$ cat config.mk
export PLATFORM = sky130hd
export DESIGN_NAME = uart_rx_reg
export DESIGN_NICKNAME = d
export VERILOG_FILES = /design/src/rtl/uart_rx_reg.sv
export SDC_FILE = /design/constraint.sdc
export NUM_CORES = 1
export LEC_CHECK = 0
export CORE_MARGIN = 2
export CORE_UTILIZATION = 43
export DETAILED_ROUTE_END_ITERATION = 10
export PLACE_DENSITY = 0.76
export REMOVE_ABC_BUFFERS = 1
export SYNTH_ARGS = -nofsm -noshare
export SYNTH_HDL_FRONTEND = slang
export SYNTH_SLANG_ARGS = --single-unit
$ cat constraint.sdc
create_clock -name clk -period 1.8 [get_ports clk]
set_input_delay 0.36 -clock clk [delete_from_list [all_inputs] [get_ports clk]]
set_output_delay 0.36 -clock clk [all_outputs]
set_load 0.02 [all_outputs]
$ cat src/rtl/uart_rx_reg.sv
// uart_rx_reg: memory-mapped 8N1 UART receiver, 16x oversampling,
// programmable baud divisor and a small load/store register file.
module uart_rx_reg #(
  parameter int                DVSR_W       = 11,
  parameter logic [DVSR_W-1:0] DEFAULT_DVSR = DVSR_W'(650),
  parameter int                DBITS        = 8
) (
  input  logic        clk,
  input  logic        rst,
  input  logic        write_enable,
  input  logic        read_enable,
  input  logic [4:0]  address,
  input  logic [31:0] data_in,
  input  logic        rx,
  output logic [31:0] cout,
  output logic        rx_valid,
  output logic        rx_busy
);
  localparam int NW = (DBITS > 1) ? $clog2(DBITS) : 1;

  typedef enum logic [1:0] {
    IDLE,
    START,
    DATA,
    STOP
  } state_t;

  state_t            state;
  logic [3:0]        s_cnt;
  logic [NW-1:0]     n;
  logic [DBITS-1:0]  shreg;
  logic [DBITS-1:0]  data;
  logic              valid;
  logic              overrun;
  logic              ferr;
  logic              rx_en;
  logic [DVSR_W-1:0] dvsr;
  logic [DVSR_W-1:0] b_cnt;
  logic [1:0]        rx_sync;
  logic              rx_s;
  logic              tick;
  logic [2:0]        word;
  logic              wr0;
  logic              wr1;
  logic              wr2;
  logic              rd0;
  logic              clr_valid;
  logic              en_next;
  logic              commit;
  logic              unused_bits;

  assign word        = address[4:2];
  assign wr0         = write_enable && (word == 3'd0);
  assign wr1         = write_enable && (word == 3'd1);
  assign wr2         = write_enable && (word == 3'd2);
  assign rd0         = read_enable && (word == 3'd0);
  assign clr_valid   = wr0 || rd0;
  assign rx_s        = rx_sync[1];
  assign tick        = (b_cnt == dvsr);
  assign unused_bits = ^{address[1:0], data_in[31:DVSR_W]};

  // A CTRL store that drops rx_en aborts the frame on the same edge
  assign en_next = wr2 ? data_in[0] : rx_en;
  assign commit  = en_next && (state == STOP) && tick && (s_cnt == 4'd15);

  assign rx_valid = valid;
  assign rx_busy  = (state != IDLE);

  always_comb begin
    cout = '0;
    case (word)
      3'd0:    cout = {valid, overrun, ferr, {(29-DBITS){1'b0}}, data};
      3'd1:    cout = {{(32-DVSR_W){1'b0}}, dvsr};
      3'd2:    cout = {31'b0, rx_en};
      default: cout = '0;
    endcase
  end

  always_ff @(posedge clk) begin
    if (rst) begin
      rx_sync <= 2'b11;
      b_cnt   <= '0;
      dvsr    <= DEFAULT_DVSR;
      rx_en   <= 1'b0;
      data    <= '0;
      valid   <= 1'b0;
      overrun <= 1'b0;
      ferr    <= 1'b0;
    end else begin
      rx_sync <= {rx_sync[0], rx};
      if (wr1) begin
        dvsr  <= data_in[DVSR_W-1:0];
        b_cnt <= '0;
      end else if (tick) begin
        b_cnt <= '0;
      end else begin
        b_cnt <= b_cnt + DVSR_W'(1);
      end
      if (wr2) rx_en <= data_in[0];
      if (clr_valid) valid <= 1'b0;
      if (wr0) begin
        overrun <= 1'b0;
        ferr    <= 1'b0;
      end
      // A landing byte beats a same-cycle clear of word0
      if (commit) begin
        if (!rx_s) begin
          ferr <= 1'b1;
        end else if (!valid || clr_valid) begin
          data  <= shreg;
          valid <= 1'b1;
        end else begin
          overrun <= 1'b1;
        end
      end
    end
  end

  always_ff @(posedge clk) begin
    if (rst) begin
      state <= IDLE;
      s_cnt <= '0;
      n     <= '0;
      shreg <= '0;
    end else if (!en_next) begin
      state <= IDLE;
    end else begin
      case (state)
        IDLE: begin
          if (!rx_s) begin
            state <= START;
            s_cnt <= '0;
          end
        end
        START: begin
          if (tick) begin
            if (s_cnt == 4'd7) begin
              s_cnt <= '0;
              n     <= '0;
              state <= rx_s ? IDLE : DATA;
            end else begin
              s_cnt <= s_cnt + 4'd1;
            end
          end
        end
        DATA: begin
          if (tick) begin
            if (s_cnt == 4'd15) begin
              shreg <= {rx_s, shreg[DBITS-1:1]};
              s_cnt <= '0;
              if (n == NW'(DBITS-1)) state <= STOP;
              else n <= n + NW'(1);
            end else begin
              s_cnt <= s_cnt + 4'd1;
            end
          end
        end
        STOP: begin
          if (tick) begin
            if (s_cnt == 4'd15) begin
              state <= IDLE;
              s_cnt <= '0;
            end else begin
              s_cnt <= s_cnt + 4'd1;
            end
          end
        end
        default: state <= IDLE;
      endcase
    end
  end
endmodule

# [Word-level counts from Yosys, hierarchy flattened]
# Index checks and enable logic that the tools add are counted.
[totals] output_inout_bits=34 regBits=53 word_cells=92 inputBits=42
[classes] muxes=35 add_sub_neg=3 n_bitwise=1 n_eq_ne=19 n_reduce_logical=22
[ops] op="$pmux W32 S3" n=1
[ops] op="$mux W4" n=5
[ops] op="$mux W2" n=9
[ops] op="$ne A2 B2 Y1 const B" n=8
[ops] op="$mux W3" n=5
[ops] op="$mux W1" n=12
[ops] op="$pmux W4 S3" n=1
[ops] op="$add A11 B1 Y11 const B" n=1
[ops] op="$eq A11 B11 Y1" n=1
[ops] op="$pmux W2 S4" n=1
[ops] op="$reduce_and A4 Y1" n=2
[ops] op="$reduce_and A8 Y1" n=1
[ops] op="$logic_and A1 B1 Y1" n=7
[ops] op="$reduce_and A7 Y1" n=1
[ops] op="$pmux W3 S2" n=1
[ops] op="$add A4 B1 Y4 const B" n=1
[ops] op="$eq A2 B2 Y1 const B" n=2
[ops] op="$eq A4 B3 Y1 const B" n=1
[ops] op="$eq A4 B4 Y1 const B" n=1
[ops] op="$ne A2 B1 Y1 const B" n=2
[ops] op="$reduce_bool A2 Y1" n=2
[ops] op="$reduce_or A2 Y1" n=2
[ops] op="$add A3 B1 Y3 const B" n=1
[ops] op="$eq A3 B1 Y1 const B" n=1
[ops] op="10 further kinds" n=11

# [Longest topological paths before layout]
[logic_depth] word_depth=7 depth_mapped=7 ltp_nobuf=7

# [Worst setup path before layout]
# Ideal clock, no wire load.
[synth_path] path_type="register to register" from="register n[0]" to="register n[0]" setup_time_ns=0.120 stages_incl_launch_ff=8 path_slack_ns=-0.019 t_arrival_ns=1.699 period_less_slack_ns=1.819 n_path_buf=0 t_required_ns=1.680 path_cell_list="dfxtp_1 > ha_1 > ha_1 > nor4bb_1 > o21ai_0 > or2_2 > o2bb2ai_1 > o31a_1"
[synth_via] elab_chain_len=5 word_cells_on_any_way=8 classes_between="add/sub: 1; eq/ne: 2; mux: 4; reduce/logical: 1"
[synth_lines] item="start: declaration" line_no="30" source="logic [NW-1:0] n;"
[synth_lines] item="start signal: assignment" line_no="152" source="else n <= n + NW'(1);"
[synth_lines] item="$add A3 B1 Y3" line_no="152"
[synth_lines] item="$mux W3" line_no="151" source="if (n == NW'(DBITS-1)) state <= STOP;"
[synth_lines] item="$mux W3" line_no="148" source="if (s_cnt == 4'd15) begin"
[synth_lines] item="$mux W3" line_no="147" source="if (tick) begin"
[synth_lines] item="$pmux W3 S2" line_no="128" source="case (state)"
# Parallel ways exist; a longest one is shown, timed or not. The select of a mux whose other input is x is not followed.
# A chain may end at the register's enable or synchronous reset.

# [Final worst setup path]
[layout_path] from="input port address[2]" to="register s_cnt[0]"
[layout_via] elab_chain_len=4
[layout_lines] item="start: declaration" line_no="12" source="input logic [4:0] address,"
[layout_lines] item="$eq A3 B2 Y1" line_no="55" source="assign wr2 = write_enable && (word == 3'd2);"
[layout_lines] item="$logic_and A1 B1 Y1" line_no="55"
[layout_lines] item="$mux W1"
[layout_lines] item="$reduce_and A4 Y1 (no line)"
[layout_lines] item="end signal: assignment" line_no="142" source="s_cnt <= s_cnt + 4'd1;"
[layout_lines] item="end signal: assignment" line_no="154" source="s_cnt <= s_cnt + 4'd1;"
[layout_lines] item="end signal: assignment" line_no="164" source="s_cnt <= s_cnt + 4'd1;"
[layout_lines] item="end: declaration" line_no="29" source="logic [3:0] s_cnt;"
# No other way between the ends.

==> results_dict.tcl <==
set metrics [dict create \
    synthCells 311 \
    die-area_um2 6874 \
    grt_use_total 0.1939 \
    vdd_ir_drop_max_mv 0.5236 \
    antenna_found_initial 0 \
    max_stage_delay_ns 0.53 \
    min_to "rx_sync[1]" \
    via_per_inst 5.166 \
    start_util 0.4496 \
    synth_edf_count 0 \
    synth-xor-area-share 0.06869 \
    synthToLayoutAreaGrowth_pct 36.31 \
    p_sw_uw 562.3 \
    hold_depth 1 \
    yosysWarningCount 0 \
    drive_gt1_frac 0.3096 \
    grt_pass1_wl_mm 11.04 \
    synth_compound_area_frac 0.1093 \
    ys_seq_area_frac 0.3963 \
    p_int_uw 1577 \
    reg2regPathDepth 7 \
    worstHoldPathType "flip-flop to flip-flop" \
    skew_ns 0.009249 \
    async_flop_share 0 \
    nets 439 \
    netlist-cell-type-count 47 \
    routabilityCongestion 0.8035 \
    synth_adder_area_share 0.01869 \
    synthFlopType "dfxtp_1" \
    mostFrequentLayoutCell "buf_4" \
    syn_area_um2 2678 \
    fill_cells 507 \
    fin_setup_tns_ns -0.07581 \
    crit_path_cell_trace "dlygate4sd2_1, buf_6, and4bb_2, mux2i_4, o21bai_4, or4_1, a21oi_1" \
    period_share 1.030 \
    synth_top_family_by_area "simple AND/OR/NAND/NOR gates" \
    r2r-start "dvsr[4]" \
    cp_data_arrival_time_ns 2.10 \
    drt_iter0_drc 115 \
    fin_crit_ns 1.854 \
    ff2ff_setup_slack_ns 0 \
    setup_slack_ns -0.05396 \
    cp-start-kind "primary input" \
    clock_latency_ns 0.31 \
    cp.required_ns 2.05 \
    comb_power_share 0.121 \
    whs_ns 0.4220 \
    clock-sinks 53 \
    ys_ff_latch 53 \
    ctsHtreeMaxLevel 2 \
    dr.pass1.iters 4 \
    violations "negative setup slack" \
    cts_tree "built" \
    maxCapViolations 0 \
    clockPowerShare 0.318 \
    seqPwrFrac 0.561 \
    power.leakage_uw 0.001607 \
    path_clk_slew_ns 0.10 \
    muxShareOfSynthArea 0.07103 \
    avgRoutedWirePerCell_um 14.45 \
    netSwitchingFraction 0.2629 \
    p_per_area_nw_per_um2 586.1 \
    dpl.hpwl_mm 4.435 \
    path_class "primary input to flip-flop" \
    io_buffer_count 34 \
    overflow 0 \
    maxSlewViolCount 0 \
    drc 0 \
    finalWirelength_mm 6.778 \
    io_pins 76 \
    die_w_um 82.91 \
    clock.fmax_mhz 539.4 \
    cts_made_buffers 5 \
    status "finished, violations left" \
    cp-end-kind "flip-flop" \
    ant_nets 0 \
    num_vias 2423 \
    n_antenna_cell 0 \
    num_rows 28 \
    clk_path_buf_depth 2 \
    clockRootBuffer "clkbuf_8" \
    finalHoldViolations 0 \
    syn_area_per_cell_um2 8.610 \
    slowest_stage "or4_1" \
    worstReg2RegEnd "s_cnt[0]" \
    min_from "rx_sync[0]" \
    finalSetupViolCount 2 \
    rsz0062_at_grt "true" \
    core_area_um2 5956 \
    cp_max_fo 6 \
    ctsHoldBuffers 0 \
    fp.dieH_um 82.91 \
    synthSimpleGateAreaFrac 0.2481 \
    grt_pass1_vias 2376 \
    grt_max_degree 22 \
    layout_common_cells "buf_4 (59), nand2_1 (49), dfxtp_1 (48)" \
]
## worst max-delay path by stage
stage                     startpoint  endpoint  slack (ns)  cells after the start
after floorplan           address[4]  b_cnt[2]       -0.09                      4
after global placement    address[3]   cout[8]       -0.61                      5
after detailed placement  address[3]   cout[4]       -0.64                      5
after CTS                 address[2]  s_cnt[0]      0.0006                      7
after global routing      address[2]  s_cnt[0]       -0.08                      7
final                     address[2]  s_cnt[0]       -0.05                      7
## registers in the layout (all words and copies together) (netlist names), named ones only
| register | flops |
|---|---|
| b_cnt | 11 |
| dvsr | 11 |
| data | 8 |
| shreg | 8 |
| s_cnt | 4 |
| n | 3 |
| rx_sync | 2 |
| ferr | 1 |
| overrun | 1 |
| rx_en | 1 |
| rx_valid | 1 |
| state | 1 |
## power by group through the flow
stage          logic (µW)  clock network (µW)  registers, µW
4_1_cts               240                 690           1200
6_report              259                 680           1200
3_3_place_gp          227                   0           1220
5_1_grt               274                 731           1200
3_5_place_dp          229                   0           1220
2_1_floorplan         101                   0           1230
## cells by family (layout without fill, tap and decap cells)
family,Yosys count,in the layout
multiplexers,19,19
buffers and inverters,42,108
AND/OR/NAND/NOR,127,127
flip-flops,53,53
AO/OA/AOI/OAI,44,44
adder cells (fa/ha/maj),4,4
other,1,18
XOR/XNOR,21,21
## timing repair
item	4_1_cts	5_1_grt
gates cloned	2	0
endpoints found under the setup margin	54	49
resized for setup	101	24
pin swaps	10	8
setup buffers	4	4
## metal layers
layer	track usage	share of wire	wire length (µm)
met1	0.2352	0.43	2923
met2	0.3475	0.52	3528
met3	0.02386	0.039	264
met4	0.07452	0.0091	62
met5	0	0	0
## per-stage QoR
| step | power [µW] | util | instances | area (µm²) | setup slack, ns |
|---|---|---|---|---|---|
| floorplan | 1328 | - | 293 | 2536 | -0.08582 |
| global placement | 1450 | 0.5647 | 451 | 3363 | -0.6143 |
| detailed placement | 1453 | 0.5647 | 451 | 3363 | -0.6447 |
| CTS | 2128 | 0.5935 | 465 | 3535 | 0.0005946 |
| global route | 2206 | 0.6128 | 469 | 3650 | -0.08320 |
| finish | 2139 | 0.6128 | 469 | 3650 | -0.05396 |
## worst max-delay path: cells and delay by family
family	cells	cell delay, ns
multiplexers	1	0.22
AO/OA/AOI/OAI	2	0.35
buffers and inverters	2	0.38
AND/OR/NAND/NOR	2	0.78
## synthesized netlist by cell type, types with 2 or more instances
| cell type | n | area, µm² |
|---|---|---|
| dfxtp_1 | 53 | 1061 |
| nand2_1 | 49 | 183.9 |
| nor2_1 | 22 | 82.58 |
| mux2i_1 | 19 | 190.2 |
| buf_4 | 18 | 135.1 |
| xor2_1 | 16 | 140.1 |
| a21oi_1 | 15 | 75.07 |
| clkbuf_1 | 11 | 41.29 |
| nand3_1 | 10 | 50.05 |
| o21ai_0 | 10 | 50.05 |
| and2_1 | 8 | 50.05 |
| a22o_1 | 7 | 61.31 |
| nand4_1 | 7 | 43.79 |
| inv_1 | 6 | 22.52 |
| buf_2 | 5 | 25.02 |
| xnor2_1 | 5 | 43.79 |
| and4_1 | 4 | 35.03 |
| ha_1 | 4 | 50.05 |
| or2_2 | 4 | 25.02 |
| nor3_1 | 3 | 15.01 |
| nor4_2 | 3 | 37.54 |
| a31oi_1 | 2 | 12.51 |
| and3_1 | 2 | 12.51 |
| nor4bb_1 | 2 | 20.02 |
| o311ai_0 | 2 | 17.52 |
| or3_1 | 2 | 12.51 |
| or4_1 | 2 | 15.01 |
## cell type report
| cell class | count | area (µm²) | share of cell area |
|---|---|---|---|
| well taps | 75 | 93.84 | 0.02571 |
| multi-input cells | 233 | 1599 | 0.4381 |
| repair buffers | 93 | 773.2 | 0.2119 |
| flip-flops and latches | 53 | 1067 | 0.2924 |
| clock buffers | 5 | 68.82 | 0.01885 |
| clock inverters | 3 | 21.27 | 0.005828 |
| inverters | 7 | 26.28 | 0.007199 |
No activity file was read; power rests on OpenSTA's default activity.
